[config.mk]
export PLATFORM = sky130hd
export DESIGN_NAME = cva6_refill_rd_arbiter
export DESIGN_NICKNAME = d
export VERILOG_FILES = /design/src/rtl/cva6_refill_rd_arbiter.sv
export SDC_FILE = /design/constraint.sdc
export NUM_CORES = 1
export LEC_CHECK = 0
export BUFFER_PORTS_ARGS = -buffer_cell sky130_fd_sc_hd__buf_2
export CAP_MARGIN = 20
export CORE_ASPECT_RATIO = 1.1
export CORE_UTILIZATION = 35
export CTS_CLUSTER_DIAMETER = 50
export CTS_CLUSTER_SIZE = 24
export DETAILED_ROUTE_END_ITERATION = 6
export PLACE_DENSITY = 0.78
export SLEW_MARGIN = 40
export SYNTH_ARGS = -nofsm -noshare
export SYNTH_HDL_FRONTEND = slang
export SYNTH_SLANG_ARGS = --single-unit
[constraint.sdc]
create_clock -name clk_i -period 2.8 [get_ports clk_i]
set_input_delay 0.28 -clock clk_i [delete_from_list [all_inputs] [get_ports clk_i]]
set_output_delay 0.28 -clock clk_i [all_outputs]
set_load 0.01 [all_outputs]
[src/rtl/cva6_refill_rd_arbiter.sv]
// Shares one AXI4 read channel between the icache (port 0) and the data cache (port 1).
// Round-robin AR issue, per-port in-flight limits, R beats steered by the ID MSB.
module cva6_refill_rd_arbiter #(
  parameter int AddrWidth      = 64,
  parameter int DataWidth      = 64,
  parameter int IdWidth        = 4,
  parameter int LenWidth       = 8,
  parameter int MaxOutstanding = 7
) (
  input  logic                       clk_i,
  input  logic                       rst_ni,
  input  logic [1:0]                 req_valid_i,
  output logic [1:0]                 req_ready_o,
  input  logic [2*AddrWidth-1:0]     req_addr_i,
  input  logic [2*(IdWidth-1)-1:0]   req_id_i,
  input  logic [2*LenWidth-1:0]      req_len_i,
  output logic                       ar_valid_o,
  input  logic                       ar_ready_i,
  output logic [AddrWidth-1:0]       ar_addr_o,
  output logic [IdWidth-1:0]         ar_id_o,
  output logic [LenWidth-1:0]        ar_len_o,
  input  logic                       r_valid_i,
  output logic                       r_ready_o,
  input  logic [IdWidth-1:0]         r_id_i,
  input  logic                       r_last_i,
  output logic [1:0]                 rsp_valid_o,
  input  logic [1:0]                 rsp_ready_i,
  input  logic                       flush_i,
  output logic                       drained_o,
  output logic                       err_o
);

  localparam int CntW = $clog2(MaxOutstanding + 1);

  typedef enum logic {IDLE, ISSUE} state_e;

  state_e                 state_reg, state_next;
  logic                   rr_ptr_reg, rr_ptr_next;
  logic                   ar_port_reg;
  logic [AddrWidth-1:0]   ar_addr_reg;
  logic [IdWidth-2:0]     ar_id_reg;
  logic [LenWidth-1:0]    ar_len_reg;
  logic [1:0][CntW-1:0]   cnt_reg;
  logic                   err_reg;

  logic [1:0] eligible;
  logic [1:0] cnt_inc;
  logic [1:0] cnt_dec;
  logic [1:0] zero_beat;
  logic       grant_valid;
  logic       grant_port;
  logic       load;
  logic       r_port;
  logic       r_beat;

  assign r_port = r_id_i[IdWidth-1];
  assign r_beat = r_valid_i & r_ready_o;

  generate
    for (genvar gi = 0; gi < 2; gi++) begin : g_port
      assign eligible[gi]  = req_valid_i[gi] & (cnt_reg[gi] < CntW'(MaxOutstanding)) & ~flush_i;
      assign cnt_inc[gi]   = ar_valid_o & ar_ready_i & (ar_port_reg == 1'(gi));
      // A last beat with nothing outstanding is an error, not a decrement.
      assign cnt_dec[gi]   = r_beat & r_last_i & (r_port == 1'(gi)) & (cnt_reg[gi] != '0);
      assign zero_beat[gi] = r_beat & (r_port == 1'(gi)) & (cnt_reg[gi] == '0);
    end
  endgenerate

  assign grant_valid = |eligible;
  assign grant_port  = eligible[rr_ptr_reg] ? rr_ptr_reg : ~rr_ptr_reg;

  always_comb begin
    state_next  = state_reg;
    rr_ptr_next = rr_ptr_reg;
    req_ready_o = 2'b00;
    ar_valid_o  = 1'b0;
    load        = 1'b0;
    unique case (state_reg)
      IDLE: begin
        if (grant_valid) begin
          req_ready_o[grant_port] = 1'b1;
          load                    = 1'b1;
          state_next              = ISSUE;
        end
      end
      ISSUE: begin
        // Once raised, AR stays up until the handshake regardless of flush_i.
        ar_valid_o = 1'b1;
        if (ar_ready_i) begin
          rr_ptr_next = ~ar_port_reg;
          state_next  = IDLE;
        end
      end
      default: state_next = IDLE;
    endcase
  end

  always_ff @(posedge clk_i or negedge rst_ni) begin
    if (!rst_ni) begin
      state_reg   <= IDLE;
      rr_ptr_reg  <= 1'b0;
      ar_port_reg <= 1'b0;
      ar_addr_reg <= '0;
      ar_id_reg   <= '0;
      ar_len_reg  <= '0;
      cnt_reg     <= '0;
      err_reg     <= 1'b0;
    end else begin
      state_reg  <= state_next;
      rr_ptr_reg <= rr_ptr_next;
      if (load) begin
        ar_port_reg <= grant_port;
        ar_addr_reg <= grant_port ? req_addr_i[2*AddrWidth-1:AddrWidth] : req_addr_i[AddrWidth-1:0];
        ar_id_reg   <= grant_port ? req_id_i[2*(IdWidth-1)-1:IdWidth-1] : req_id_i[IdWidth-2:0];
        ar_len_reg  <= grant_port ? req_len_i[2*LenWidth-1:LenWidth] : req_len_i[LenWidth-1:0];
      end
      for (int i = 0; i < 2; i++) begin
        if (cnt_inc[i] && !cnt_dec[i]) begin
          cnt_reg[i] <= cnt_reg[i] + 1'b1;
        end else if (cnt_dec[i] && !cnt_inc[i]) begin
          cnt_reg[i] <= cnt_reg[i] - 1'b1;
        end
      end
      if (|zero_beat) begin
        err_reg <= 1'b1;
      end
    end
  end

  assign ar_addr_o   = ar_addr_reg;
  assign ar_id_o     = {ar_port_reg, ar_id_reg};
  assign ar_len_o    = ar_len_reg;
  assign rsp_valid_o = r_port ? {r_valid_i, 1'b0} : {1'b0, r_valid_i};
  assign r_ready_o   = rsp_ready_i[r_port];
  assign drained_o   = flush_i & (cnt_reg[0] == '0) & (cnt_reg[1] == '0) & (state_reg == IDLE);
  assign err_o       = err_reg;

endmodule

* After elaboration in Yosys (flattened, before gate mapping)
Index checks and enable logic that the tools add are counted.
Cells by class: $add $sub $neg 4, magnitude comparators 6, multiplexer cells 22, bitwise operators 25, reductions and logical operators 18
Operator list (count):
- $mux 64 | 1
- $and 1x1->1 | 20
- $mux 3 | 5
- $mux 1 | 10
- $mux 8 | 1
- $add 3x1->3 const B | 2
- $logic_not 3->1 | 2
- $lt 1x2->1 const B | 3
- $lt 3x3->1 const B | 2
- $mux 2 | 3
- $reduce_bool 3->1 | 2
- $sub 3x1->3 const B | 2
- $logic_and 1x1->1 | 5
- $not 1->1 | 5
- $logic_not 1->1 | 4
- $reduce_bool 2->1 | 2
- $reduce_or 2->1 | 2
- $pmux 1 s2 | 1
- $reduce_and 2->1 | 1
- $demux 1 s1 | 1
- $ge 1x1->1 const B | 1
Storage, ports and cells: bits in registers 85, bits of input ports 164, output and inout port bits 84, logic and storage cells 84

* Depth between registers and ports, before layout
Gate-level depths: netlist of the first run.
word-level depth 12, mapped depth 8, depth with buffers taken out 8

* Worst setup path after synthesis of the first run
No wires, ideal clock.
path kind reg2reg, start point register cnt_reg[0] (netlist bit), end point register cnt_reg[2] (netlist bit), library setup time 0.079 ns, arrival time 1.883 ns, required time 2.721 ns, path slack 0.838 ns, stages on the path, launching flop included 9, path buffers 0, clock period less this slack 1.962 ns, cells stage by stage dfrtp_1 -> or3_1 -> nand4_1 -> ha_1 -> inv_1 -> fa_1 -> xor2_1 -> nor2_1 -> xor2_1
Between the ends: longest elaborated chain between the ends 5, elaborated cells between the ends (all ways) 10, those cells by class add/sub (2); mux (2); bitwise (1); reduce/logical (5)
Ends and longest elaborated chain:
- start, declared | line 43 | logic [1:0][CntW-1:0] cnt_reg;
- start signal, assigned by index | line 119 | cnt_reg[i] <= cnt_reg[i] + 1'b1;
- start signal, assigned by index | line 121 | cnt_reg[i] <= cnt_reg[i] - 1'b1;
- branches (longest 5 deep; another with $sub 3x1->3)
Several ways; the timed one is not identified. The select of a mux whose other input is x is not followed. A chain may end at the register's enable or synchronous reset.

* Worst setup path after layout of the first run
start point register cnt_reg[4] (netlist bit), end point register cnt_reg[5] (netlist bit)
Same word-level chain as after synthesis.

==> results of run 1 <==
[area by class of cell]
cell class	count	area, sq um	share of cell area
clock buffer	11	243	0.0432
inverter	3	11.3	0.00200
sequential	85	2130	0.378
timing repair buffer	252	1320	0.235
tap	147	184	0.0327
multi-input combinational	195	1670	0.298
clock inverter	5	60.1	0.0107
[Yosys cell counts, types with 3 or more instances]
cell type / number
dfrtp_1: 85
a221o_1: 75
nor3b_1: 75
clkbuf_1: 14
buf_2: 11
nor2_1: 7
buf_6: 5
nand2_1: 4
xor2_1: 4
inv_1: 3
nor2b_1: 3
[path summary, 6_finish.rpt]
path / from / to / slack, ps / cells after the start
setup / recovery: cnt_reg[4]$_DFFE_PN0P_ / cnt_reg[5]$_DFFE_PN0P_ / 700 / 8
hold / removal: rst_ni / ar_addr_o[36]$_DFFE_PN0P_ / -20 / 1
setup reg to reg: cnt_reg[4]$_DFFE_PN0P_ / cnt_reg[5]$_DFFE_PN0P_ / 700 / 8
hold reg to reg: err_o$_DFFE_PN0P_ / err_o$_DFFE_PN0P_ / 490 / 1
max in group asynchronous: rst_ni / ar_len_o[6]$_DFFE_PN0P_ / 2360 / 1
min in group clk_i: req_addr_i[74] / ar_addr_o[10]$_DFFE_PN0P_ / 170 / 2
[per-stage QoR]
| step | hold WS, ps | cell area [sq um] | util |
|---|---|---|---|
| 4_1_cts | 22.2 | 5590 | 0.508 |
| 6_report | -18.7 | 5620 | 0.511 |
| 3_5_place_dp | 388 | 5290 | 0.480 |
| 5_1_grt | 28.4 | 5620 | 0.511 |
| 3_3_place_gp | 454 | 5290 | 0.480 |
| 2_1_floorplan | -15.6 | 3990 | - |
[cell families after synthesis]
kind of cell	synth area share
flip-flops	0.533
adder cells (fa/ha/maj)	0.0163
buffers and inverters	0.0498
XOR/XNOR	0.0132
multiplexers	0.00815
AND/OR/NAND/NOR	0.178
AO/OA/AOI/OAI	0.201
[metal layers]
| metal | global-route usage | vias up | share of wire |
|---|---|---|---|
| met5 | 0 | - | 0 |
| met3 | 0.0411 | 18 | 0.069 |
| met4 | 0.0686 | 0 | 0.017 |
| li1 | - | 1723 | - |
| met2 | 0.337 | 186 | 0.50 |
| met1 | 0.243 | 1876 | 0.42 |
[power breakdown]
group,internal [W],switching (W)
logic,0.00109,0.00109
registers,0.00181,0.000376
clock network,0.000718,0.000487
total,0.00362,0.00195
==> qor.yml, run 1 <==
clock_network:
  cts.sinks: 85
  cts.path.max_buffers: 2
  cts_resized: 0
  cts_tree: "built"
  cts_htree_levels: 3
  clock-root-buffer: "clkbuf_16"
  clkTransAtPathRegs_ps: 60
  clk_latency_ps: 330
  cts_setup_buffers: 0
  cts-buffers-inserted: 9
  cts_hold_buf: 0
detailed_routing:
  finalWirelength_microns: 11600
  drtPass1Iterations: 4
  wl_per_cell_microns: 16.6
  drt-vias-per-instance: 5.45
  drc: 0
  ant_nets: 0
  vias: 3803
  first_iter_violations: 239
sta:
  finalHoldViolCount: 12
  tns_ps: 0
  setup_viol: 0
  timing.fmax_mhz: 476
  timing.final.crit_share: 0.750
  fin_crit_ps: 2100
  drv_slew: 0
  slew_headroom: 0.474
  rsz0062_at_grt: "no"
  whs_ps: -18.7
  setup_slack_ps: 700
  clock_skew_ps: 8.91
  worst_slew_pin_slew_ps: 789
power_and_ir_drop:
  power_density_nw_per_um2: 991
  fin_total_pwr_w: 0.00557
  p_leak_nw: 2.75
  ir_drop_mv: 0.468
outcome:
  status: "finished with violations"
  violations: "negative hold slack"
layout:
  num_antenna_cells: 0
  largest_reg_flops: 64
  stdcell_count: 698
  drive_above_1_share: 0.501
  n_fill_cell: 1009
  syn2layout_area_growth_pct: 40.8
  layout_common_cells: "243 x buf_2, 85 x dfrtp_1, 75 x nor3b_1, 75 x a221o_1, 9 x clkbuf_16"
  mostFrequentLayoutCell: "buf_2"
  final_net_count: 714
global_route:
  grt_usage: 0.195
  grt_max_degree: 86
  grt.overflow.total: 0
  antenna_found_initial: 0
  grt_pass1_wl_microns: 18500
  first_global_vias: 3761
synthesis:
  synth_warnings: 0
  ys_seq_area_frac: 0.533
  postSynthAreaPerCell_sq_um: 12.6
  synth_ff_type: "dfrtp_1"
  synth-seq-cells: 85
  syn-num-nets: 485
  synth_edf_count: 0
  synth.distinct_cells: 33
  netlist_area_sq_um: 3990
  synth_top_area_share: 0.533
  yosys.area.top_type: "dfrtp_1"
  syn-instance-count: 317
  yosys-top-cells-area: "dfrtp_1 53%, a221o_1 19%, nor3b_1 14%"
  synthArstFlopShare: 1.00
setup_path:
  end_kind: "flip-flop"
  critPathMostFrequentCell: "xor2_1"
  critPathArrivalTime_ps: 2350
  startpoint_type: "flip-flop"
  critPathTopFamily: "simple AND/OR/NAND/NOR gates"
  path_cells: "or3_1 -> nand2_1 -> ha_1 -> inv_1 -> fa_1 -> xor2_1 -> nor2_1 -> xor2_1"
  critical_path_buf_inv_count: 1
  cp_data_required_time_ps: 3050
  critical-path-slowest-cell: "or3_1"
  critPathMaxStageDelay_ps: 430
  critPathKind: "flip-flop to flip-flop"
  critical_path_peak_fanout: 4
floorplan:
  ios: 248
  coreArea_sq_um: 11000
  dieArea_sq_um: 11800
  start_util: 0.363
  rows: 40
  die_h_microns: 114
  dieWidth_microns: 104
placement:
  gp_congestion: 0.837
  place_ws_ps: 530
  place_inst: 681
  port_buffers: 244
  dpl.hpwl_microns: 8100
run:
  maxCapViolCount: 0
hold_path:
  hold_class: "input pin to asynchronous set/reset pin"
Note: power is estimated with default switching activity, not from simulation.
==> inputs of run 2 (changes only) <==
Settings changed: ABC_AREA set to 1, PLACE_DENSITY 0.78 to 0.77.
Clock period 2.8 ns to 1.8 ns, I/O delays scaled along.
==> qor.yml, run 2 <==
clock_network:
  cts_htree_levels: 3
  cts-buffers-inserted: 9
  cts.sinks: 85
  cts.path.max_buffers: 2
  cts_tree: "built"
  clkTransAtPathRegs_ps: 60
  clock-root-buffer: "clkbuf_16"
  clk_latency_ps: 330
hold_path:
  hold_class: "input pin to flip-flop"
  holdPathStages: 2
  hold_end: "state_reg$_DFF_PN0_"
  worstHoldStart: "ar_ready_i"
global_route:
  grt_max_degree: 47
  first_global_vias: 4555
  grt_pass1_wl_microns: 21500
  grt_usage: 0.196
  grt.overflow.total: 0
  antenna_found_initial: 0
sta:
  setup_viol: 0
  tns_ps: 0
  timing.final.crit_share: 0.972
  clock_skew_ps: 7.68
  worst_slew_pin_slew_ps: 597
  drv_slew: 0
  slew_headroom: 0.602
  fin_crit_ps: 1750
  timing.fmax_mhz: 572
  finalHoldViolCount: 0
  rsz0062_at_grt: "yes"
power_and_ir_drop:
  p_leak_nw: 3.94
  power_density_nw_per_um2: 1580
  fin_total_pwr_w: 0.0104
  ir_drop_mv: 0.743
placement:
  dpl.hpwl_microns: 9580
  gp_congestion: 0.787
  placed_area_sq_um: 6100
  port_buffers: 244
setup_path:
  startpoint_type: "flip-flop"
  reg2reg_setup_slack_ps: 70
  reg2reg_from: "cnt_reg[1]$_DFFE_PN0P_"
  cp_data_required_time_ps: 1620
  end_kind: "output port"
  critical_path_peak_fanout: 10
  critPathArrivalTime_ps: 1570
  critPathKind: "flip-flop to output port"
  reg2regPathDepth: 9
  rr_endpoint: "cnt_reg[2]$_DFFE_PN0P_"
synthesis:
  synth.distinct_cells: 24
  synth_top_area_share: 0.456
  synth-seq-cells: 85
  synthArstFlopShare: 1.00
  yosys-top-cells-count: "313 x nand2_1, 154 x nand3_1, 85 x dfrtp_1"
  synth_warnings: 0
  netlist_area_sq_um: 4670
  synth_edf_count: 0
  syn-num-nets: 819
  postSynthAreaPerCell_sq_um: 7.17
  yosys-top-cells-area: "dfrtp_1 46%, nand2_1 25%, nand3_1 17%"
  syn-instance-count: 651
  synth_ff_type: "dfrtp_1"
  yosys.area.top_type: "dfrtp_1"
  ys_seq_area_frac: 0.456
  yosysMostFrequentCell: "nand2_1"
floorplan:
  rows: 43
  dieWidth_microns: 112
  dieArea_sq_um: 13800
  start_util: 0.364
  coreArea_sq_um: 12800
  ios: 248
  die_h_microns: 123
detailed_routing:
  ant_nets: 0
  wl_per_cell_microns: 13.1
  vias: 5093
  drt-vias-per-instance: 4.84
  drc: 17
  finalWirelength_microns: 13800
  drtPass1Iterations: 7
  first_iter_violations: 249
layout:
  mostFrequentLayoutCell: "nand2_1"
  layout_common_cells: "308 x nand2_1, 243 x buf_2, 151 x nand3_1"
  final_net_count: 1060
  final_cell_area_sq_um: 6620
  syn2layout_area_growth_pct: 41.9
  utilization: 0.517
  num_antenna_cells: 0
  drive_above_1_share: 0.352
  largest_reg_flops: 64
run:
  maxCapViolCount: 0
outcome:
  violations: "design-rule violations"
  status: "finished with violations"
-- run 2: report_power, final --
| part | internal (W) | switching, W |
|---|---|---|
| combinational | 0.00224 | 0.00315 |
| clock | 0.00107 | 0.000711 |
| sequential | 0.00281 | 0.000464 |
| total | 0.00611 | 0.00432 |
-- run 2: how the worst max path moves through the flow --
stage	startpoint	slack (ps)	end	depth (start not counted)
CTS	cnt_reg[0]$_DFFE_PN0P_	9	req_ready_o[1]	7
finish	cnt_reg[3]$_DFFE_PN0P_	50	req_ready_o[0]	7
global route	cnt_reg[3]$_DFFE_PN0P_	-40	req_ready_o[0]	7
detailed placement	r_id_i[3]	-170	cnt_reg[2]$_DFFE_PN0P_	12
global placement	r_id_i[3]	-110	cnt_reg[5]$_DFFE_PN0P_	12
floorplan	r_id_i[3]	30	cnt_reg[5]$_DFFE_PN0P_	11
-- run 2: cell families after synthesis --
logic type / Yosys count / share of synthesized area
and+or+nand+nor: 483 / 0.435
DFF: 85 / 0.456
buffers and inverters: 64 / 0.0729
AOI/OAI and AO/OA: 9 / 0.00965
xor gates and xnor gates: 4 / 0.00751
adders and majority gates: 4 / 0.0139
muxes: 2 / 0.00483
-- run 2: critical path, cell delays in order (launching register included) --
cell and delay, ps:
dfrtp_1 370, buf_6 130, nand3_2 130, nand3_4 120
buf_12 140, nand2_1 90, nor2_4 120, buf_2 150
-- run 2: what timing repair did --
| action | CTS | global route |
|---|---|---|
| resized for setup | 7 | 14 |
| setup buffers | 0 | 6 |
| cloned | 2 | 2 |
| pin swaps | 0 | 8 |
| setup endpoints to repair | 2 | 51 |
| endpoints found under the hold margin | 42 | 0 |
| hold buffers | 1 | 0 |
-- run 2: layout make-up --
type | instances | area, sq um
Clock buffer | 11 | 233
Sequential cell | 85 | 2130
Clock inverter | 4 | 50.0
Fill cell | 1300 | 6190
Inverter | 15 | 56.3
Multi-Input combinational cell | 502 | 2260
Tap cell | 157 | 196
Timing Repair Buffer | 279 | 1690
-- run 2: metrics by stage --
stage               setup slack (ps)  hold slack [ps]  cells
detailed placement              -172              217   1027
finish                          51.2             57.0   1053
global route                   -37.0             65.0   1053
global placement                -110              216   1027
CTS                             9.29             48.3   1045
floorplan                       26.5             -116    651
-- run 2: layer usage --
layer	up-vias	global-route usage	part of all wire
met1	2302	0.241	0.43
met5	-	0	0
li1	2560	-	-
met2	199	0.341	0.48
met3	32	0.0368	0.062
met4	0	0.0833	0.030
==> inputs of run 3 (changes only) <==
Settings changed: CORE_ASPECT_RATIO 1.1 to 0.8.
==> qor.yml, run 3 (synthesized netlist as in run 2, its figures left out) <==
setup_path:
  critPathMostFrequentCell: "nand2_4"
  cp_data_required_time_ps: 1620
  reg2regPathDepth: 9
  path_cells: "buf_4 -> nand3_4 -> nand2_4 -> nand2_4 -> nand2_4 -> buf_12 -> a21oi_1 -> buf_2"
  critical-path-slowest-cell: "dfrtp_1"
  critPathArrivalTime_ps: 1570
  end_kind: "output port"
  critPathMaxStageDelay_ps: 380
  critPathKind: "flip-flop to output port"
  critical_path_peak_fanout: 3
  startpoint_type: "flip-flop"
global_route:
  grt_usage: 0.211
  grt.met1_usage: 0.257
  grt_max_degree: 86
  gr-usage-met3: 0.0599
  grt.overflow.total: 0
  antenna_found_initial: 0
  first_global_vias: 4635
  grt-busiest-layer: "met2"
  grt_pass1_wl_microns: 22300
  gr-usage-met2: 0.357
detailed_routing:
  drt-vias-per-instance: 4.84
  drtPass1Iterations: 5
  vias: 5170
  wl_per_cell_microns: 13.5
  ant_nets: 0
  drc: 0
  finalWirelength_microns: 14400
  first_iter_violations: 188
sta:
  timing.fmax_mhz: 572
  worst_slew_pin_slew_ps: 492
  setup_viol: 0
  timing.final.crit_share: 0.971
  slew_headroom: 0.672
  tns_ps: 0
  finalHoldViolCount: 0
  rsz0062_at_grt: "yes"
  fin_crit_ps: 1750
  drv_slew: 0
  clock_skew_ps: 9.56
floorplan:
  dieWidth_microns: 131
  rows: 37
  coreArea_sq_um: 12900
  start_util: 0.361
  ios: 248
  dieArea_sq_um: 13800
  die_h_microns: 105
layout:
  drive_above_1_share: 0.352
  final_net_count: 1057
  stdcell_count: 1068
  layout_common_cells: "309 x nand2_1, 243 x buf_2, 151 x nand3_1"
  largest_reg_flops: 64
  syn2layout_area_growth_pct: 43.2
  n_fill_cell: 1264
  num_antenna_cells: 0
  mostFrequentLayoutCell: "nand2_1"
power_and_ir_drop:
  p_int_w: 0.00615
  power_frac_clock: 0.172
  ir_drop_mv: 0.704
  power_density_nw_per_um2: 1580
  swShare: 0.418
  p_seq_frac: 0.310
  p_sw_w: 0.00441
  p_comb_frac: 0.518
  p_leak_nw: 3.95
clock_network:
  cts_tree: "built"
  cts.path.max_buffers: 2
  cts.sinks: 85
  clkTransAtPathRegs_ps: 60
  cts-buffers-inserted: 9
  cts_htree_levels: 3
  clk_latency_ps: 340
  clock-root-buffer: "clkbuf_16"
outcome:
  status: "finished clean"
placement:
  dpl.hpwl_microns: 9410
  gp_congestion: 0.779
  port_buffers: 244
  place_inst: 1043
hold_path:
  holdPathStages: 2
  hold_class: "input pin to flip-flop"
run:
  maxCapViolCount: 0
## run 3: cell types whose count changed in the layout (fill, tap and decap cells not counted), sizes merged
cell / change
buf: -3
clkinv: +3
bufbuf: +1
clkbuf: -3
clkinvlp: -1
## run 3: timing repair
item,in CTS,in global routing
pin swaps,0,3
endpoints found under the hold margin,85,0
gates cloned,3,1
gates resized for setup,11,13
setup endpoints to repair,3,5
buffers inserted,2,3
hold buffers,1,0
## run 3: power by group through the flow
stage | Combinational, W | Sequential [W] | Clock [W]
5_1_grt | 0.00617 | 0.00340 | 0.00197
3_5_place_dp | 0.00509 | 0.00327 | 0
4_1_cts | 0.00534 | 0.00328 | 0.00188
2_1_floorplan | 0.00274 | 0.00369 | 0
3_3_place_gp | 0.00500 | 0.00326 | 0
6_report | 0.00547 | 0.00327 | 0.00181
## run 3: area by class of cell
class / count / area, sq um / share of cell area
clock inverter: 6 / 65.1 / 0.00974
inverter: 15 / 56.3 / 0.00843
multi-input combinational: 502 / 2290 / 0.343
clock buffer: 9 / 225 / 0.0337
timing repair buffer: 276 / 1700 / 0.254
sequential: 85 / 2130 / 0.318
tap: 175 / 219 / 0.0328
## run 3: layer usage
layer | wire [microns] | up-vias
met4 | 214 | 0
met1 | 6050 | 2357
li1 | - | 2549
met5 | 0 | -
met2 | 6760 | 243
met3 | 1350 | 21
## run 3: final timing paths
| check | to | from | slack (ps) |
|---|---|---|---|
| max in group asynchronous | ar_addr_o[36]$_DFFE_PN0P_ | rst_ni | 940 |
| min in group asynchronous | ar_addr_o[55]$_DFFE_PN0P_ | rst_ni | 420 |
| worst max-delay path | req_ready_o[1] | cnt_reg[4]$_DFFE_PN0P_ | 50 |
| worst min register to register | err_o$_DFFE_PN0P_ | err_o$_DFFE_PN0P_ | 460 |
| worst max register to register | cnt_reg[2]$_DFFE_PN0P_ | cnt_reg[2]$_DFFE_PN0P_ | 60 |
| worst min-delay path | state_reg$_DFF_PN0_ | ar_ready_i | 30 |
## run 3: stage by stage
step	util	hold slack, ps	setup slack (ps)	power, W	instance area (sq um)
CTS	0.510	17.0	11.5	0.0105	6590
finish	0.517	30.9	51.4	0.0106	6680
global placement	0.475	246	-143	0.00826	6130
detailed placement	0.475	255	-205	0.00836	6130
global route	0.517	44.5	-38.1	0.0115	6680
floorplan	-	-116	26.5	0.00643	4670
## run 3: critical path: cells and delay by family (launching register included)
family          cells  cell delay, ps
buf+inv             3             430
flops               1             380
simple gates        4             320
compound gates      1              90
